===== src/rtl/stream_mux_pkg.sv =====
// Shared encodings for the registered N-to-1 stream multiplexer.
package stream_mux_pkg;

  localparam logic MODE_FIXED = 1'b0;
  localparam logic MODE_RR    = 1'b1;

  typedef enum logic {
    ST_EMPTY = 1'b0,
    ST_FULL  = 1'b1
  } out_state_e;

endpackage


===== src/rtl/rr_arbiter.sv =====
// Combinational round-robin arbiter: first requester at or after ptr, wrapping.
module rr_arbiter #(
  parameter int unsigned  NUM_CH = 4,
  localparam int unsigned SEL_W  = $clog2(NUM_CH)
) (
  input  logic [NUM_CH-1:0] req_i,
  input  logic [SEL_W-1:0]  ptr_i,
  output logic              grant_valid_o,
  output logic [SEL_W-1:0]  grant_o
);

  always_comb begin
    grant_valid_o = 1'b0;
    grant_o       = '0;
    for (int unsigned k = 0; k < NUM_CH; k++) begin
      if (!grant_valid_o && req_i[(32'(ptr_i) + k) % NUM_CH]) begin
        grant_valid_o = 1'b1;
        grant_o       = SEL_W'((32'(ptr_i) + k) % NUM_CH);
      end
    end
  end

endmodule


===== src/rtl/stream_mux_rr.sv =====
// Registered N-to-1 valid/ready stream mux with fixed-select or round-robin channel choice.
module stream_mux_rr
  import stream_mux_pkg::*;
#(
  parameter int unsigned NUM_CH = 4,
  parameter int unsigned DATA_W = 8,
  parameter int unsigned SEL_W  = $clog2(NUM_CH)
) (
  input  logic                     clk,
  input  logic                     rst,
  input  logic [NUM_CH-1:0]        in_valid,
  input  logic [NUM_CH*DATA_W-1:0] in_data,
  output logic [NUM_CH-1:0]        in_ready,
  input  logic                     mode,
  input  logic [SEL_W-1:0]         sel,
  output logic                     out_valid,
  output logic [DATA_W-1:0]        out_data,
  output logic [SEL_W-1:0]         out_ch,
  input  logic                     out_ready
);

  out_state_e        state_q;
  logic [DATA_W-1:0] data_q;
  logic [SEL_W-1:0]  ch_q;
  logic [SEL_W-1:0]  ptr_q, ptr_d;

  logic              rr_valid;
  logic [SEL_W-1:0]  rr_grant;
  logic              fix_valid;
  logic              grant_valid;
  logic [SEL_W-1:0]  grant;
  logic [DATA_W-1:0] grant_data;
  logic              load_en;
  logic              xfer;

  rr_arbiter #(
    .NUM_CH(NUM_CH)
  ) u_arb (
    .req_i        (in_valid),
    .ptr_i        (ptr_q),
    .grant_valid_o(rr_valid),
    .grant_o      (rr_grant)
  );

  assign out_valid = (state_q == ST_FULL);
  assign out_data  = data_q;
  assign out_ch    = ch_q;

  always_comb begin
    // sel values at or above NUM_CH match no channel, so they never grant.
    fix_valid = 1'b0;
    for (int unsigned i = 0; i < NUM_CH; i++) begin
      if (32'(sel) == i && in_valid[i]) fix_valid = 1'b1;
    end

    if (mode == MODE_RR) begin
      grant_valid = rr_valid;
      grant       = rr_grant;
    end else begin
      grant_valid = fix_valid;
      grant       = sel;
    end

    load_en = !out_valid || out_ready;
    xfer    = !rst && load_en && grant_valid;

    grant_data = '0;
    in_ready   = '0;
    for (int unsigned i = 0; i < NUM_CH; i++) begin
      if (32'(grant) == i) begin
        grant_data  = in_data[i*DATA_W +: DATA_W];
        in_ready[i] = xfer;
      end
    end

    ptr_d = ptr_q;
    if (xfer && mode == MODE_RR) begin
      ptr_d = (32'(grant) == NUM_CH - 1) ? '0 : grant + SEL_W'(1);
    end
  end

  always_ff @(posedge clk) begin
    if (rst) begin
      state_q <= ST_EMPTY;
      data_q  <= '0;
      ch_q    <= '0;
      ptr_q   <= '0;
    end else begin
      case (state_q)
        ST_EMPTY: if (xfer) state_q <= ST_FULL;
        ST_FULL:  if (out_ready && !xfer) state_q <= ST_EMPTY;
      endcase
      if (xfer) begin
        data_q <= grant_data;
        ch_q   <= grant;
      end
      ptr_q <= ptr_d;
    end
  end

endmodule


===== config.mk =====
export PLATFORM = sky130hd
export DESIGN_NAME = stream_mux_rr
export DESIGN_NICKNAME = d
export VERILOG_FILES = /design/src/rtl/stream_mux_pkg.sv /design/src/rtl/rr_arbiter.sv /design/src/rtl/stream_mux_rr.sv
export SDC_FILE = /design/constraint.sdc
export NUM_CORES = 1
export LEC_CHECK = 0
export CORE_MARGIN = 1.5
export CORE_UTILIZATION = 29
export CTS_CLUSTER_SIZE = 40
export DETAILED_ROUTE_END_ITERATION = 8
export MAX_ROUTING_LAYER = met4
export SKIP_CTS_REPAIR_TIMING = 1
export SLEW_MARGIN = 20
export SYNTH_ARGS = -nofsm -noshare
export SYNTH_HDL_FRONTEND = slang
export SYNTH_SLANG_ARGS = --single-unit

===== constraint.sdc =====
create_clock -name clk -period 2.3 [get_ports clk]
set_input_delay 0.46 -clock clk [delete_from_list [all_inputs] [get_ports clk]]
set_output_delay 0.46 -clock clk [all_outputs]
set_load 0.02 [all_outputs]

# Word level (Yosys, flattened, before mapping)
# Cells that the tools add are included.
[op_classes]
n_reduce_logical = 20
add_sub_neg = 4
mux = 34
bitwise_logic = 1
n_lt_le_gt_ge = 4
n_eq_ne = 6
[ops]
columns = ["op", "count"]
rows = [
  ["8-bit 2-to-1 mux", 4],
  ["1-bit 2-to-1 mux", 19],
  ["2-bit by 3-bit < comparator with 1-bit output, second input constant", 4],
  ["2-bit 2-to-1 mux", 6],
  ["1-bit logical AND", 11],
  ["1-bit binary-select mux with 2-bit select", 4],
  ["2-bit == test, second input constant", 4],
  ["1-bit zero test", 6],
  ["2-bit by 1-bit adder with 2-bit output, second input constant", 2],
  ["2-bit adder, second input constant", 2],
  ["2-bit by 1-bit == test with 1-bit output, second input constant", 2],
  ["2-bit zero test", 2],
  ["1-bit one-hot mux with 2 select lines", 1],
  ["1-bit logical OR", 1],
  ["1-bit NOT", 1],
]
[totals]
elab_cells = 73
input_bits = 42
out_inout_bits = 15
ff_bits = 13

# Depth between registers and ports, before layout
[logic_depth]
ltp_word = 18
depth_mapped = 11
ltp_nobuf = 9

# Modules after synthesis
# Synthesis repeated with hierarchy kept, for this count alone.
[hier_totals]
hier_cells = 122
area_unflattened_um2 = 1003.5
[modules_own_cells]
columns = ["module", "seq_area_each_um2", "n_inst", "area_per_inst_um2", "cells_each"]
rows = [
  ["stream_mux_rr", 260.2, 1, 925.9, 107],
  ["rr_arbiter", 0.0, 1, 77.6, 15],
]

# Worst setup path before layout
# No wires, ideal clock.
[synth_path]
kind = "input port to output port"
start = "input port in_valid[2]"
end = "output port in_ready[1]"
arrival_time_ps = 2046
required_time_ps = 1840
slack_ps = -206
n_path_buf = 1
stages = 7
cell_sequence = "nor2_1 o21ai_0 a221oi_1 or2_2 ha_1 clkbuf_1 and2_1"
[synth_via]
elab_chain_len = 15
word_cells_on_any_way = 30
cone_classes = "eq/ne: 1; mux: 21; reduce/logical: 8"
[synth_rtl]
columns = ["element", "line", "rtl"]
rows = [
  ["start, declared", "stream_mux_rr.sv:11", "input logic [NUM_CH-1:0] in_valid,"],
  ["1-bit binary-select mux with 2-bit select", "rr_arbiter.sv:16", "if (!grant_valid_o && req_i[(32'(ptr_i) + k) % NUM_CH]) begin"],
  ["1-bit 2-to-1 mux (implied by the code)", "rr_arbiter.sv:16", ""],
  ["1-bit 2-to-1 mux", "rr_arbiter.sv:16", ""],
  ["1-bit zero test", "rr_arbiter.sv:16", ""],
  ["1-bit logical AND", "rr_arbiter.sv:16", ""],
  ["1-bit 2-to-1 mux", "rr_arbiter.sv:16", ""],
  ["1-bit zero test", "rr_arbiter.sv:16", ""],
  ["1-bit logical AND", "rr_arbiter.sv:16", ""],
  ["1-bit 2-to-1 mux", "rr_arbiter.sv:16", ""],
  ["1-bit zero test", "rr_arbiter.sv:16", ""],
  ["1-bit logical AND", "rr_arbiter.sv:16", ""],
  ["2-bit 2-to-1 mux or 1-bit 2-to-1 mux (tied branches)", "rr_arbiter.sv:16", ""],
  ["2-bit 2-to-1 mux or 1-bit 2-to-1 mux (tied branches)", "stream_mux_rr.sv:56", "if (mode == MODE_RR) begin"],
  ["2-bit by 1-bit == test with 1-bit output or 1-bit logical AND (tied branches)", "stream_mux_rr.sv:70, stream_mux_rr.sv:65", ""],
  ["1-bit 2-to-1 mux (*)", "stream_mux_rr.sv:70", "if (32'(grant) == i) begin"],
  ["end, declared", "stream_mux_rr.sv:13", "output logic [NUM_CH-1:0] in_ready,"],
]
# Mark *: on every way between the ends. The rest lies on a longest branch, timed or not. The select of a mux whose other input is x is not followed.

# Worst setup path in the final report
[layout_path]
start = "input port in_valid[3]"
end = "output port in_ready[3]"
[layout_via]
elab_chain_len = 15
word_cells_on_any_way = 29
cone_classes = "eq/ne: 1; mux: 20; reduce/logical: 8"
[layout_rtl]
columns = ["element", "line", "rtl"]
rows = [
  ["1-bit binary-select mux with 2-bit select", "rr_arbiter.sv:16", ""],
  ["1-bit 2-to-1 mux (implied by the code)", "rr_arbiter.sv:16", ""],
  ["1-bit 2-to-1 mux", "rr_arbiter.sv:16", ""],
  ["1-bit zero test", "rr_arbiter.sv:16", ""],
  ["1-bit logical AND", "rr_arbiter.sv:16", ""],
  ["1-bit 2-to-1 mux", "rr_arbiter.sv:16", ""],
  ["1-bit zero test", "rr_arbiter.sv:16", ""],
  ["1-bit logical AND", "rr_arbiter.sv:16", ""],
  ["1-bit 2-to-1 mux", "rr_arbiter.sv:16", ""],
  ["1-bit zero test", "rr_arbiter.sv:16", ""],
  ["1-bit logical AND", "rr_arbiter.sv:16", ""],
  ["2-bit 2-to-1 mux (*)", "rr_arbiter.sv:16", ""],
  ["2-bit 2-to-1 mux (*)", "stream_mux_rr.sv:56", ""],
  ["named net grant[0]", "stream_mux_rr.sv:31", "logic [SEL_W-1:0] grant;"],
  ["2-bit == test (*)", "stream_mux_rr.sv:70", ""],
  ["1-bit 2-to-1 mux (*)", "stream_mux_rr.sv:70", ""],
]
# The timed path passes the listed nets; every way through them passes the cells marked *. The select of a mux whose other input is x is not followed.

==> run_results.csv <==
group,metric,value,unit
placed_design,dp_hpwl,2810,um
timing,max_freq,0.433,GHz
routing,routed.top_layer,"met4",
routing,vias,1338,
timing,final-hold-violation-count,0,
worst_hold_path,hp-start,"ptr_q[0]",
floorplan,die_h,63.8,um
pwr,leakagePower,0.797,nW
synthesis,synthAdderAreaFrac,4.67,%
synthesis,ys_ff_latch,13,
critical_path,r2r-start,"ptr_q[1]",
job,cap_viol_max_count,0,
pwr,power_density,457,mW/mm^2
timing,final.min_clock_period,2.31,ns
critical_path,setup.worst_path.class,"primary input to output port",
routing,post_drt_wl_per_cell,13.6,um
cts,clock-root-buffer,"clkbuf_8",
cts,h-tree-depth,1,
global_routing,antenna_found_initial,0,
placed_design,gp_congestion,0.909,
routing,wl_met1,1610,um
routing,wirelength,3540,um
timing,tightest_slew,0.287,ns
critical_path,critPathCaptureType,"output port",
critical_path,crit_chain,"buf_8 -> buf_6 -> o41a_1 -> a22o_2 -> ha_2 -> and2_4 -> buf_6",
synthesis,syn_inst,142,
critical_path,rr_worst_depth,10,
routing,detail_route.iter0.violations,48,
global_routing,grt_pass1_vias,1253,
timing,setup_viol_count_final,1,
critical_path,required,1.84,ns
timing,fin_crit_sh,100,%
synthesis,synthesis.nets,188,
timing,setup_ws,-0.00708,ns
synthesis,synth-seq-area-share,24.3,%
global_routing,grt_pass1_wl,5510,um
synthesis,synthXorXnorAreaFrac,0,%
final_layout,instances_no_fill,260,
floorplan,rows,21,
routing,ant_nets,0,
critical_path,cp-start-kind,"primary input",
outcome,outcome,"finished, violations left",
worst_hold_path,min_to,"ptr_q[0]",
worst_hold_path,hold_class,"register to register",
final_layout,final_core_util,57.4,%
floorplan,ioPinCount,57,
synthesis,synth_compound_area_share,35.6,%
critical_path,arrival,1.85,ns
placed_design,port_buffers,56,
routing,wl_met3,123,um
routing,dr_wl_met2,1760,um
synthesis,synth-simple-area-share,22.8,%
critical_path,path_common_cell,"buf_6",
timing,rsz0062_at_grt,"yes",
floorplan,die_w,63.8,um
final_layout,nets,261,
cts,clk_pin_slew,0.05,ns
routing,drc,0,
timing,slew_headroom,80.8,%
final_layout,antenna_cells,0,
global_routing,grt_start_max_net_pins,17,
cts,clkSinkCount,13,
pwr,p_total,0.000903,W
critical_path,timing.critical_path.buf_inv,3,
cts,cts_buffers,3,
worst_hold_path,min_path_cells,2,
critical_path,slowest_delay,0.46,ns
timing,timing.final.max_slew_violations,0,
critical_path,slowest_stage,"o41a_1",
synthesis,yosys_warnings,0,
placed_design,place_inst,255,
final_layout,final_area,0.00198,mm^2
outcome,violations,"negative setup slack",
floorplan,die_area,0.00407,mm^2
timing,fin_skew,0.00117,ns
critical_path,r2r_setup_slack,0.17,ns
timing,hold_ws,0.555,ns
placed_design,placed_area,0.00181,mm^2
critical_path,cp_max_fo,4,
synthesis,synth.area.mux_share,3.03,%
synthesis,syn-cell-area,0.00107,mm^2
global_routing,grt-ovfl-total,0,
routing,first_pass_iters,4,
critical_path,reg2reg_to,"out_data[1]",
cts,cts_buffer_depth,2,
floorplan,initial_core_util,31.2,%
synthesis,synth_cell_types,37,
pwr,vdd_drop_max,0.257,mV
cts,clock_latency,0.24,ns
routing,vias_per_cell,5.15,
final_layout,drive_gt1_share,27.6,%
synthesis,synth_top_family_by_area,"compound AO/OA/AOI/OAI gates",
synthesis,syn_area_per_cell,7.55,um^2
final_layout,area_growth,84.2,%
critical_path,crit_family,"compound AO/OA/AOI/OAI gates",
floorplan,design.core.area,0.00344,mm^2
cts,cts_tree,"yes",
global_routing,grt_use_total,17.3,%
[cell type report]
type	count	area (um^2)
Fill cell	291	1470
Multi-Input combinational cell	104	816
Timing Repair Buffer	78	739
Sequential cell	13	262
Tap cell	46	57.6
Inverter	15	56.3
Clock buffer	4	45.0
[cells in the final DEF, fill, tap and decap left out, types with 2 or more instances in the layout]
master           Yosys  layout
inv_1               15      15
dfxtp_1             13      12
and2_4               0       4
clkdlybuf4s50_1      0      45
ha_2                 0       3
nand2b_1             2       2
buf_4                0      21
a221oi_2             0       4
o221ai_1             2       2
a211oi_1             2       2
o21ai_0             19      17
clkbuf_2             1       2
a21oi_2              1       3
buf_6                1       5
a221oi_1             9       4
clkbuf_8             0       3
nor2b_1              9       9
a21oi_1             20      18
dlymetal6s2s_1       0       4
nand3b_1             9       9
nor2_1               5       3
[per-stage QoR]
stage | TNS [ns] | setup WS (ns)
after global routing | -0.101 | -0.0630
after floorplan | -0.0124 | -0.0124
after global placement | -7.72 | -0.855
final | -0.00708 | -0.00708
after CTS | -5.91 | -0.866
after detailed placement | -8.05 | -0.864
[power breakdown]
part | total (W) | leakage, nW | internal [W] | switching (W)
logic | 0.000433 | 0.667 | 0.000235 | 0.000198
registers | 0.000268 | 0.108 | 0.000253 | 0.0000153
clock network | 0.000202 | 0.0228 | 0.000122 | 0.0000799
total | 0.000903 | 0.797 | 0.000610 | 0.000293
[worst max path at each step]
stage	startpoint	to	slack (ns)	cells past startpoint
4_1_cts	in_valid[0]	in_ready[2]	-0.87	6
3_3_place_gp	in_valid[2]	in_ready[1]	-0.86	8
2_1_floorplan	in_valid[2]	in_ready[1]	-0.01	7
5_1_grt	in_valid[2]	in_ready[0]	-0.06	8
3_5_place_dp	in_valid[2]	in_ready[1]	-0.86	8
6_report	in_valid[3]	in_ready[3]	-0.007	7
[routing by layer]
metal	up-vias	GRT usage, %
li1	668	-
met1	635	21.0
met2	31	29.0
met3	4	3.87
met4	0	4.08
met5	-	-
[Yosys cell counts, drive strengths merged]
library cell | number | area, um^2
nor2b | 9 | 56.3
or2 | 2 | 12.5
a221oi | 9 | 78.8
o31ai | 1 | 12.5
and2 | 4 | 25.0
nor3b | 1 | 7.51
o21ai | 19 | 95.1
or3 | 1 | 6.26
mux4 | 1 | 22.5
a22o | 1 | 10.0
a211oi | 2 | 15.0
dfxtp | 13 | 260
ha | 4 | 50.1
nand4b | 1 | 8.76
buf | 3 | 20.0
inv | 15 | 56.3
o22ai | 1 | 6.26
nor2 | 5 | 18.8
a22oi | 1 | 7.51
clkbuf | 7 | 27.5
mux2i | 1 | 10.0
nor4bb | 1 | 10.0
nand2 | 1 | 3.75
a211o | 1 | 10.0
o221ai | 2 | 17.5
o41a | 1 | 11.3
and3b | 1 | 8.76
a21oi | 21 | 109
a41oi | 1 | 8.76
nand4 | 1 | 6.26
nand2b | 2 | 12.5
nand3b | 9 | 67.6
[registers in the layout, indices dropped and copies added (netlist names)]
register / cells
out_data: 8
out_valid: 1
ptr_q: 2
out_ch: 2
[worst reg2reg max path, cell delays in order (launching register included)]
cell      delay, ns
dfxtp_1        0.38
inv_1          0.10
a41oi_1        0.19
o22ai_2        0.14
or2_4          0.29
ha_4           0.16
buf_4          0.17
nand3b_1       0.16
a221oi_1       0.25
a21oi_1        0.07
o21ai_0        0.14
[logic make-up (layout without fill, tap and decap cells)]
group / after synthesis / count (layout)
AO/OA/AOI/OAI: 60 / 60
AND/OR/NAND/NOR: 38 / 38
buffers and inverters: 25 / 97
flip-flops: 13 / 13
adder cells (fa/ha/maj): 4 / 4
multiplexers: 2 / 2
Note: power is estimated with default switching activity, not from simulation.
